===== config.mk =====
export PLATFORM = sky130hd
export DESIGN_NAME = seat_timer_flat
export DESIGN_NICKNAME = d
export VERILOG_FILES = /design/src/rtl/seat_timer_if.sv /design/src/rtl/seat_timer.sv /design/src/flat_wrapper.sv
export SDC_FILE = /design/constraint.sdc
export NUM_CORES = 1
export LEC_CHECK = 0
export ABC_CLOCK_PERIOD_IN_PS = 3030
export BUFFER_PORTS_ARGS = -buffer_cell sky130_fd_sc_hd__buf_4
export CELL_PAD_IN_SITES_DETAIL_PLACEMENT = 0
export CELL_PAD_IN_SITES_GLOBAL_PLACEMENT = 1
export CORE_ASPECT_RATIO = 1.4
export CORE_MARGIN = 2
export CORE_UTILIZATION = 47
export DETAILED_ROUTE_END_ITERATION = 8
export PLACE_DENSITY = 0.87
export SYNTH_ARGS = -nofsm -noshare
export SYNTH_HDL_FRONTEND = slang
export SYNTH_SLANG_ARGS = --single-unit
export TNS_END_PERCENT = 10

===== constraint.sdc =====
create_clock -name clk -period 3.03 [get_ports clk]
set_input_delay 0.303 -clock clk [delete_from_list [all_inputs] [get_ports clk]]
set_output_delay 0.303 -clock clk [all_outputs]
set_load 0.01 [all_outputs]

===== src/rtl/seat_timer_if.sv =====
// Bundles the seat_timer request inputs and time/expiry outputs.
// master drives requests (controller or bench); slave is the timer itself.
interface seat_timer_if #(
    parameter int N_CH = 8,
    parameter int CH_W = (N_CH > 1) ? $clog2(N_CH) : 1
);
    logic            run;
    logic            set_en;
    logic [4:0]      set_hour;
    logic [5:0]      set_min;
    logic            ch_arm;
    logic            ch_clr;
    logic [CH_W-1:0] ch_sel;
    logic [4:0]      ch_hour;
    logic [5:0]      ch_min;
    logic [4:0]      hour;
    logic [5:0]      minute;
    logic [10:0]     time_out;
    logic            min_tick;
    logic [N_CH-1:0] expire;
    logic [N_CH-1:0] armed;
    logic            cfg_err;

    modport master (
        output run, set_en, set_hour, set_min, ch_arm, ch_clr, ch_sel, ch_hour, ch_min,
        input  hour, minute, time_out, min_tick, expire, armed, cfg_err
    );

    modport slave (
        input  run, set_en, set_hour, set_min, ch_arm, ch_clr, ch_sel, ch_hour, ch_min,
        output hour, minute, time_out, min_tick, expire, armed, cfg_err
    );
endinterface


===== src/rtl/seat_timer.sv =====
// Time-of-day timer: minute prescaler, settable 24 h clock and N_CH armed
// target times that pulse expire when the clock advances onto them.
module seat_timer #(
    parameter longint unsigned TICKS_PER_MIN = 64'd50_000_000 * 64'd60,
    parameter int              N_CH          = 8,
    parameter int              CH_W          = (N_CH > 1) ? $clog2(N_CH) : 1
) (
    input  logic        clk,
    input  logic        rst,
    seat_timer_if.slave bus
);
    localparam int          PW       = $clog2(TICKS_PER_MIN);
    localparam logic [PW-1:0] PRE_LAST = PW'(TICKS_PER_MIN - 64'd1);

    logic [PW-1:0]   pre_q;
    logic [4:0]      hour_q;
    logic [5:0]      min_q;
    logic [10:0]     tgt_q [N_CH];
    logic [N_CH-1:0] armed_q;
    logic [N_CH-1:0] expire_q;
    logic            tick_q;
    logic            err_q;

    logic            set_ok;
    logic            sel_ok;
    logic            tgt_ok;
    logic            arm_bad;
    logic            advance;
    logic [4:0]      next_hour;
    logic [5:0]      next_min;
    logic [N_CH-1:0] touch;
    logic [N_CH-1:0] hit;

    // Request decode, next time-of-day and per-channel match for this cycle.
    always_comb begin
        // NOTE: every always_comb output gets a default first so no path leaves it unassigned (no latch).
        touch     = '0;
        hit       = '0;
        next_hour = hour_q;
        next_min  = min_q + 6'd1;
        set_ok    = bus.set_en && (bus.set_hour <= 5'd23) && (bus.set_min <= 6'd59);
        sel_ok    = int'(bus.ch_sel) < N_CH;
        tgt_ok    = (bus.ch_hour <= 5'd23) && (bus.ch_min <= 6'd59);
        arm_bad   = bus.ch_arm && !(sel_ok && tgt_ok);
        // A valid load owns the cycle: the pending minute advance is dropped.
        advance   = bus.run && (pre_q == PRE_LAST) && !set_ok;

        if (min_q == 6'd59) begin
            next_min  = 6'd0;
            next_hour = (hour_q == 5'd23) ? 5'd0 : hour_q + 5'd1;
        end

        for (int i = 0; i < N_CH; i++) begin
            // An effective clear or arm on a channel overrides its expiry.
            touch[i] = sel_ok && (bus.ch_sel == CH_W'(i)) &&
                       (bus.ch_clr || (bus.ch_arm && tgt_ok));
            hit[i]   = advance && armed_q[i] && !touch[i] &&
                       (tgt_q[i] == {next_hour, next_min});
        end
    end

    // Prescaler, time registers, channel table and registered pulses.
    always_ff @(posedge clk) begin
        if (rst) begin
            pre_q    <= '0;
            hour_q   <= '0;
            min_q    <= '0;
            armed_q  <= '0;
            expire_q <= '0;
            tick_q   <= 1'b0;
            err_q    <= 1'b0;
            // NOTE: the target table is small and must read as zero after reset, so it is reset explicitly.
            for (int i = 0; i < N_CH; i++) begin
                tgt_q[i] <= '0;
            end
        end else begin
            // NOTE: non-blocking assignments keep every register sampling pre-edge values.
            tick_q   <= advance;
            expire_q <= hit;
            err_q    <= (bus.set_en && !set_ok) || arm_bad;

            if (set_ok) begin
                pre_q  <= '0;
                hour_q <= bus.set_hour;
                min_q  <= bus.set_min;
            end else if (bus.run) begin
                pre_q <= (pre_q == PRE_LAST) ? '0 : pre_q + PW'(1);
                if (advance) begin
                    hour_q <= next_hour;
                    min_q  <= next_min;
                end
            end

            for (int i = 0; i < N_CH; i++) begin
                if (touch[i]) begin
                    if (bus.ch_clr) begin
                        armed_q[i] <= 1'b0;
                    end else begin
                        armed_q[i] <= 1'b1;
                        tgt_q[i]   <= {bus.ch_hour, bus.ch_min};
                    end
                end else if (hit[i]) begin
                    armed_q[i] <= 1'b0;
                end
            end
        end
    end

    assign bus.hour     = hour_q;
    assign bus.minute   = min_q;
    assign bus.time_out = {hour_q, min_q};
    assign bus.min_tick = tick_q;
    assign bus.expire   = expire_q;
    assign bus.armed    = armed_q;
    assign bus.cfg_err  = err_q;

endmodule


===== src/flat_wrapper.sv =====
// flat-port wrapper written by rule: the top's interface ports become plain ports
module seat_timer_flat 
#(
    parameter longint unsigned TICKS_PER_MIN = 64'd50_000_000 * 64'd60,
    parameter int              N_CH          = 8,
    parameter int              CH_W          = (N_CH > 1) ? $clog2(N_CH) : 1
)
  (clk, rst, bus_run, bus_set_en, bus_set_hour, bus_set_min, bus_ch_arm, bus_ch_clr, bus_ch_sel, bus_ch_hour, bus_ch_min, bus_hour, bus_minute, bus_time_out, bus_min_tick, bus_expire, bus_armed, bus_cfg_err);
  seat_timer_if #(.N_CH(N_CH), .CH_W(CH_W)) bus_i ();
  input  logic clk;
  input  logic rst;
  input wire logic [$bits(bus_i.run)-1:0] bus_run;
  input wire logic [$bits(bus_i.set_en)-1:0] bus_set_en;
  input wire logic [$bits(bus_i.set_hour)-1:0] bus_set_hour;
  input wire logic [$bits(bus_i.set_min)-1:0] bus_set_min;
  input wire logic [$bits(bus_i.ch_arm)-1:0] bus_ch_arm;
  input wire logic [$bits(bus_i.ch_clr)-1:0] bus_ch_clr;
  input wire logic [$bits(bus_i.ch_sel)-1:0] bus_ch_sel;
  input wire logic [$bits(bus_i.ch_hour)-1:0] bus_ch_hour;
  input wire logic [$bits(bus_i.ch_min)-1:0] bus_ch_min;
  output wire logic [$bits(bus_i.hour)-1:0] bus_hour;
  output wire logic [$bits(bus_i.minute)-1:0] bus_minute;
  output wire logic [$bits(bus_i.time_out)-1:0] bus_time_out;
  output wire logic [$bits(bus_i.min_tick)-1:0] bus_min_tick;
  output wire logic [$bits(bus_i.expire)-1:0] bus_expire;
  output wire logic [$bits(bus_i.armed)-1:0] bus_armed;
  output wire logic [$bits(bus_i.cfg_err)-1:0] bus_cfg_err;
  assign bus_i.run = bus_run;
  assign bus_i.set_en = bus_set_en;
  assign bus_i.set_hour = bus_set_hour;
  assign bus_i.set_min = bus_set_min;
  assign bus_i.ch_arm = bus_ch_arm;
  assign bus_i.ch_clr = bus_ch_clr;
  assign bus_i.ch_sel = bus_ch_sel;
  assign bus_i.ch_hour = bus_ch_hour;
  assign bus_i.ch_min = bus_ch_min;
  assign bus_hour = bus_i.hour;
  assign bus_minute = bus_i.minute;
  assign bus_time_out = bus_i.time_out;
  assign bus_min_tick = bus_i.min_tick;
  assign bus_expire = bus_i.expire;
  assign bus_armed = bus_i.armed;
  assign bus_cfg_err = bus_i.cfg_err;
  seat_timer #(.TICKS_PER_MIN(TICKS_PER_MIN), .N_CH(N_CH), .CH_W(CH_W)) u_core (.clk(clk), .rst(rst), .bus(bus_i));
endmodule

== After elaboration in Yosys (flattened, before gate mapping) ==
Memory sizes are Yosys's and may differ from the RTL's.
Cells that the tools add are included.

* Reduce and logical (&&, ||, !) cells: 65
* Eq/ne operators: 18
* Bitwise operators: 8
* Multiplexer cells: 61
* $mul: 0
* Divide/modulo/power cells: 0
* Shift-type cells: 0
* $lt $le $gt $ge: 4
* $add $sub $neg: 3

{| class="wikitable"
|+ Operators by type and width
! kind !! count
|-
| $eq A11 B11 Y1 || 8
|-
| $mux W11 || 8
|-
| $mux W1 || 43
|-
| $logic_and A1 B1 Y1 || 40
|-
| $add A32 B1 Y32 const B || 1
|-
| $eq A32 B32 Y1 const B || 1
|-
| $mux W32 || 1
|-
| $mux W5 || 5
|-
| $mux W6 || 4
|-
| $reduce_bool A2 Y1 || 10
|-
| $eq A3 B3 Y1 const B || 4
|-
| $le A6 B6 Y1 const B || 2
|-
| $le A5 B5 Y1 const B || 2
|-
| $logic_not A1 Y1 || 10
|-
| $or A1 B1 Y1 || 8
|-
| $add A6 B1 Y6 const B || 1
|-
| $eq A3 B2 Y1 const B || 2
|-
| $eq A6 B6 Y1 const B || 1
|-
| $add A5 B1 Y5 const B || 1
|-
| $eq A5 B5 Y1 const B || 1
|-
| $eq A3 B1 Y1 const B || 1
|-
| $logic_not A3 Y1 || 1
|-
| $logic_or A1 B1 Y1 || 2
|-
| $reduce_and A2 Y1 || 1
|-
| $reduce_or A2 Y1 || 1
|}

* Memories: 1
* Memory bits (writable): 88
* Latch bits: 0
* Register bits after elaboration: 61
* Output and inout port bits: 40
* Input port bits: 31
* Memory bits (read-only): 0
* Word-level logic and storage cells: 174

{| class="wikitable"
|+ Memories
! name !! words !! width !! rd ports !! clocked after Yosys merged registers in !! write ports !! line !! text
|-
| u_core.tgt_q || 8 || 11 || 8 || 0 || 8 || seat_timer.sv:18 || <nowiki>logic [10:0] tgt_q [N_CH];</nowiki>
|}

== Logic depth before layout (Yosys ltp) ==
* Word-level depth: 10
* Gate-level depth with buffers: 10
* Gate-level depth less buffers: 8

== Worst setup path before layout ==
Ideal clock, no wire load.

* Kind: reg-to-reg
* From: register u_core.min_q[0] (netlist: u_core.bus.minute[0])
* To: register u_core.armed_q[0] (netlist: u_core.bus.armed[0])
* Stages on the path, launching flop included: 9
* Buffers on the path: 0
* Library setup time: 132 ps
* Arrival time: 2568 ps
* Period minus slack after synthesis: 2701 ps
* Setup slack: 329 ps
* Data required time: 2898 ps
* Cell sequence: dfxtp_1 ha_1 inv_1 nor4_1 a21oi_4 xnor2_1 or4_1 o41ai_1 a21oi_1

* Longest elaborated chain between the ends: 5
* Elaborated cells on any way between the ends: 7
* Those cells by class: add/sub: 1; eq/ne: 2; mux: 2; reduce/logical: 2

{| class="wikitable"
|+ RTL lines
! element !! line !! text
|-
| from (decl) || seat_timer.sv:17 || <nowiki>logic [5:0] min_q;</nowiki>
|-
| from (signal assigned) || seat_timer.sv:85 || <nowiki>min_q <= bus.set_min;</nowiki>
|-
| from (signal assigned) || seat_timer.sv:90 || <nowiki>min_q <= next_min;</nowiki>
|-
| $add A6 B1 Y6 or $eq A6 B6 Y1 (tied branches) || seat_timer.sv:40, seat_timer.sv:48 ||
|-
| $mux W6 or $mux W5 (tied branches) || seat_timer.sv:48 || <nowiki>if (min_q == 6'd59) begin</nowiki>
|-
| $eq A11 B11 Y1 * || seat_timer.sv:58 || <nowiki>(tgt_q[i] == {next_hour, next_min});</nowiki>
|-
| $logic_and A1 B1 Y1 * || seat_timer.sv:57 || <nowiki>hit[i] = advance && armed_q[i] && !touch[i] &&</nowiki>
|-
| $reduce_bool A2 Y1 (no source line) * || n/a ||
|-
| to (signal assigned) || seat_timer.sv:68 || <nowiki>armed_q <= '0;</nowiki>
|-
| to (signal, indexed assignment) || seat_timer.sv:97 || <nowiki>armed_q[i] <= 1'b0;</nowiki>
|-
| to (signal, indexed assignment) || seat_timer.sv:99 || <nowiki>armed_q[i] <= 1'b1;</nowiki>
|-
| to (decl) || seat_timer.sv:19 || <nowiki>logic [N_CH-1:0] armed_q;</nowiki>
|}

Mark *: on every way between the ends. The rest lies on a longest branch, timed or not.
A chain may end at the register's enable or synchronous reset.

== Worst setup path in the final report ==
* From: register u_core.min_q[2] (netlist: u_core.bus.minute[2])
* To: register u_core.armed_q[3] (netlist: u_core.bus.armed[3])

The elaborated chain is that of the path after synthesis.

==> metrics.txt <==
Setup TNS=0 ns; I/O pins=71; Synth cell types=67; most frequent cells in the layout=nor2_1, buf_4, edfxtp_1, dfxtp_1, nand2_1; clk buf depth=2; Final Non-Filler Cells=1,110; Die W=113 um; n_diodes=0; asr flop ratio synth=0%; DRC=0; fmax=351 MHz; ratio of final minimum period to clock period=93.9%; Worst slew margin=14.9%; Setup violations, final=0; Area Growth Syn to Fin=18.0%; pwr dens=544 nW/um^2; Critical R2R Launch=u_core.bus.minute[2]; dpl hpwl=18.0 mm; Max-Cap Viols=0; minimum clock period=2.85 ns; unrepaired setup endpoints after global routing=false; GR Util All Layers=27.7%; Setup Buffers After CTS=0; Port Buffers=70; Placement Rows=55; iteration-0 DRC count of the detailed router=660; pin count of the biggest net entering global routing=51; Hold WS=0.108 ns; Crit Path Max Fanout=12; chip height=157 um; NumNets Final=932; Hold Vio Cnt, Final=0; layout cell share with drive strength beyond 1=17.1%; ranking of synthesized cells by area=edfxtp_1, dfxtp_1, nor2_1; initial antenna violation count=0; Post-synth EDFFs=88; crit-path max cell delay=0.99 ns; multi-input logic area=3640 um^2; hold buffers post-CTS=0; CTS tree=done; area leader, netlist=edfxtp_1; global-route wire length before repair=36.4 mm; share of the synthesized area in the top cell type=33.6%; starting density of the core=48.4%; Slowest-stage cell, CP=o211ai_1; maximum vdd drop=0.322 mV; Cells after Synth=824; Fill cells=1,462; register area share after synthesis=49.1%; clk slew on worst S/H paths=0.07 ns; Critical Path RT=3.33 ns; Slew Viols, Final=0; H-tree depth=4; post-CTS sizing=0; Synth Warn #=0; Final Wtd Congestion=0.964; Antenna Nets Post-Route=0; commonest non-fill, non-tap cell in the layout=nor2_1; Clock Skew=0.0105 ns; FF+latch count, synth=149; static leakage=3.41 nW; crit path DAT=3.14 ns; CP startpoint=u_core.bus.minute[2]; Hold Path Origin=bus_set_min[5]; vias in the first global route=6,478; CP endpoint kind=flop; Worst-Margin Slew=1.27 ns; Mapped Area=7860 um^2; crit path cell chain=buf_4 -> nand4b_1 -> o211ai_1 -> xnor2_1 -> o221ai_1 -> nor4_1 -> o22ai_1; DR vias/cell=6.02; DRT Pass-1 Iters=7; core footprint=16,200 um^2; syn avg cell area=9.54 um^2; DIE AREA=17,800 um^2; critical path type=reg -> reg; status=finished clean; Reg area=3860 um^2; placed cells=1,078; average wire per standard cell=21.7 um; worst skew pair latency=0.44 ns; vias after detailed routing=6,684; post-synth net total=858; Clock Tree Root=clkbuf_16; # clock sinks=149; crit path launch type=flop; Overflow after GRT=0; Main synth FF type=edfxtp_1; Inserted Clock Buffers=17; DRT Wirelength=24.1 mm; Hold Path Class=in -> reg
[critical path, delay by kind of cell, from the launching register on]
family | cells | cell delay (ns)
simple gates | 2 | 0.54
xor+xnor | 1 | 0.23
compound gates | 3 | 1.31
flops | 1 | 0.41
buf+inv | 1 | 0.21
[Yosys cell counts (6+ instances only)]
library cell    n
buf_4          12
a21oi_1        24
xor2_1         45
and4_1          6
o211ai_1       12
nor2b_1         7
nand4_1        14
a211oi_1        8
nand3_1        33
a311oi_1        6
nor3_1         20
nor4_1         14
clkbuf_1       33
o21ai_0        29
nand2b_1       23
dfxtp_1        61
o22ai_1         6
and3_1         11
a31oi_1         7
edfxtp_1       88
inv_1          25
nor2_1        132
or3_1          14
xnor2_1        47
buf_2           7
nand2_1        51
[metrics by stage]
step                setup slack (ns)  power, mW  instance area (um^2)  utilization, %
finish                         0.184       5.05                  9270            57.1
global route                  0.0409       5.20                  9270            57.1
CTS                            0.277       5.05                  9270            57.1
detailed placement             0.306       2.97                  8680            53.5
global placement               0.325       2.96                  8680            53.5
floorplan                      0.329       2.72                  7860               -
[flip-flops by register name, indices dropped and copies added (netlist names)]
| register | count |
|---|---|
| u_core.bus.min_tick | 1 |
| u_core.bus.minute | 6 |
| u_core.bus.cfg_err | 1 |
| u_core.bus.hour | 5 |
| u_core.tgt_q | 88 |
| u_core.pre_q | 32 |
| u_core.bus.armed | 8 |
| u_core.bus.expire | 8 |
[metal layers]
layer / track usage [%] / vias to the layer above / part of all wire, %
met2: 49.6 / 309 / 52
met5: 0 / - / 0
met1: 30.1 / 3172 / 36
li1: - / 3099 / -
met3: 4.89 / 104 / 6.2
met4: 17.2 / 0 / 6.3
[power by group]
group / internal (mW) / switching [mW]
logic: 0.246 / 0.376
registers: 2.24 / 0.0745
clock network: 1.20 / 0.906
[layout make-up]
| type | instances | area share (%) |
|---|---|---|
| Timing Repair Buffer | 110 | 9.04 |
| Tap cell | 199 | 2.68 |
| Sequential cell | 149 | 41.7 |
| Inverter | 25 | 1.01 |
| Clock inverter | 14 | 1.54 |
| Multi-Input combinational cell | 595 | 39.2 |
| Clock buffer | 18 | 4.86 |
[worst paths after layout]
| check | to | slack (ns) | depth (start not counted) |
|---|---|---|---|
| hold reg to reg | u_core.pre_q[22] | 0.50 | 2 |
| setup reg to reg | u_core.bus.armed[3] | 0.18 | 7 |
| setup / recovery | u_core.bus.armed[3] | 0.18 | 7 |
| hold / removal | u_core.bus.minute[5] | 0.11 | 3 |
[cell families after synthesis]
group	share of synthesized area, %
XOR/XNOR	10.2
multiplexers	0.382
AND/OR/NAND/NOR	22.9
adder cells (fa/ha/maj)	0.477
AO/OA/AOI/OAI	12.2
flip-flops	49.1
buffers and inverters	4.69
Note: power is estimated with default switching activity, not from simulation.
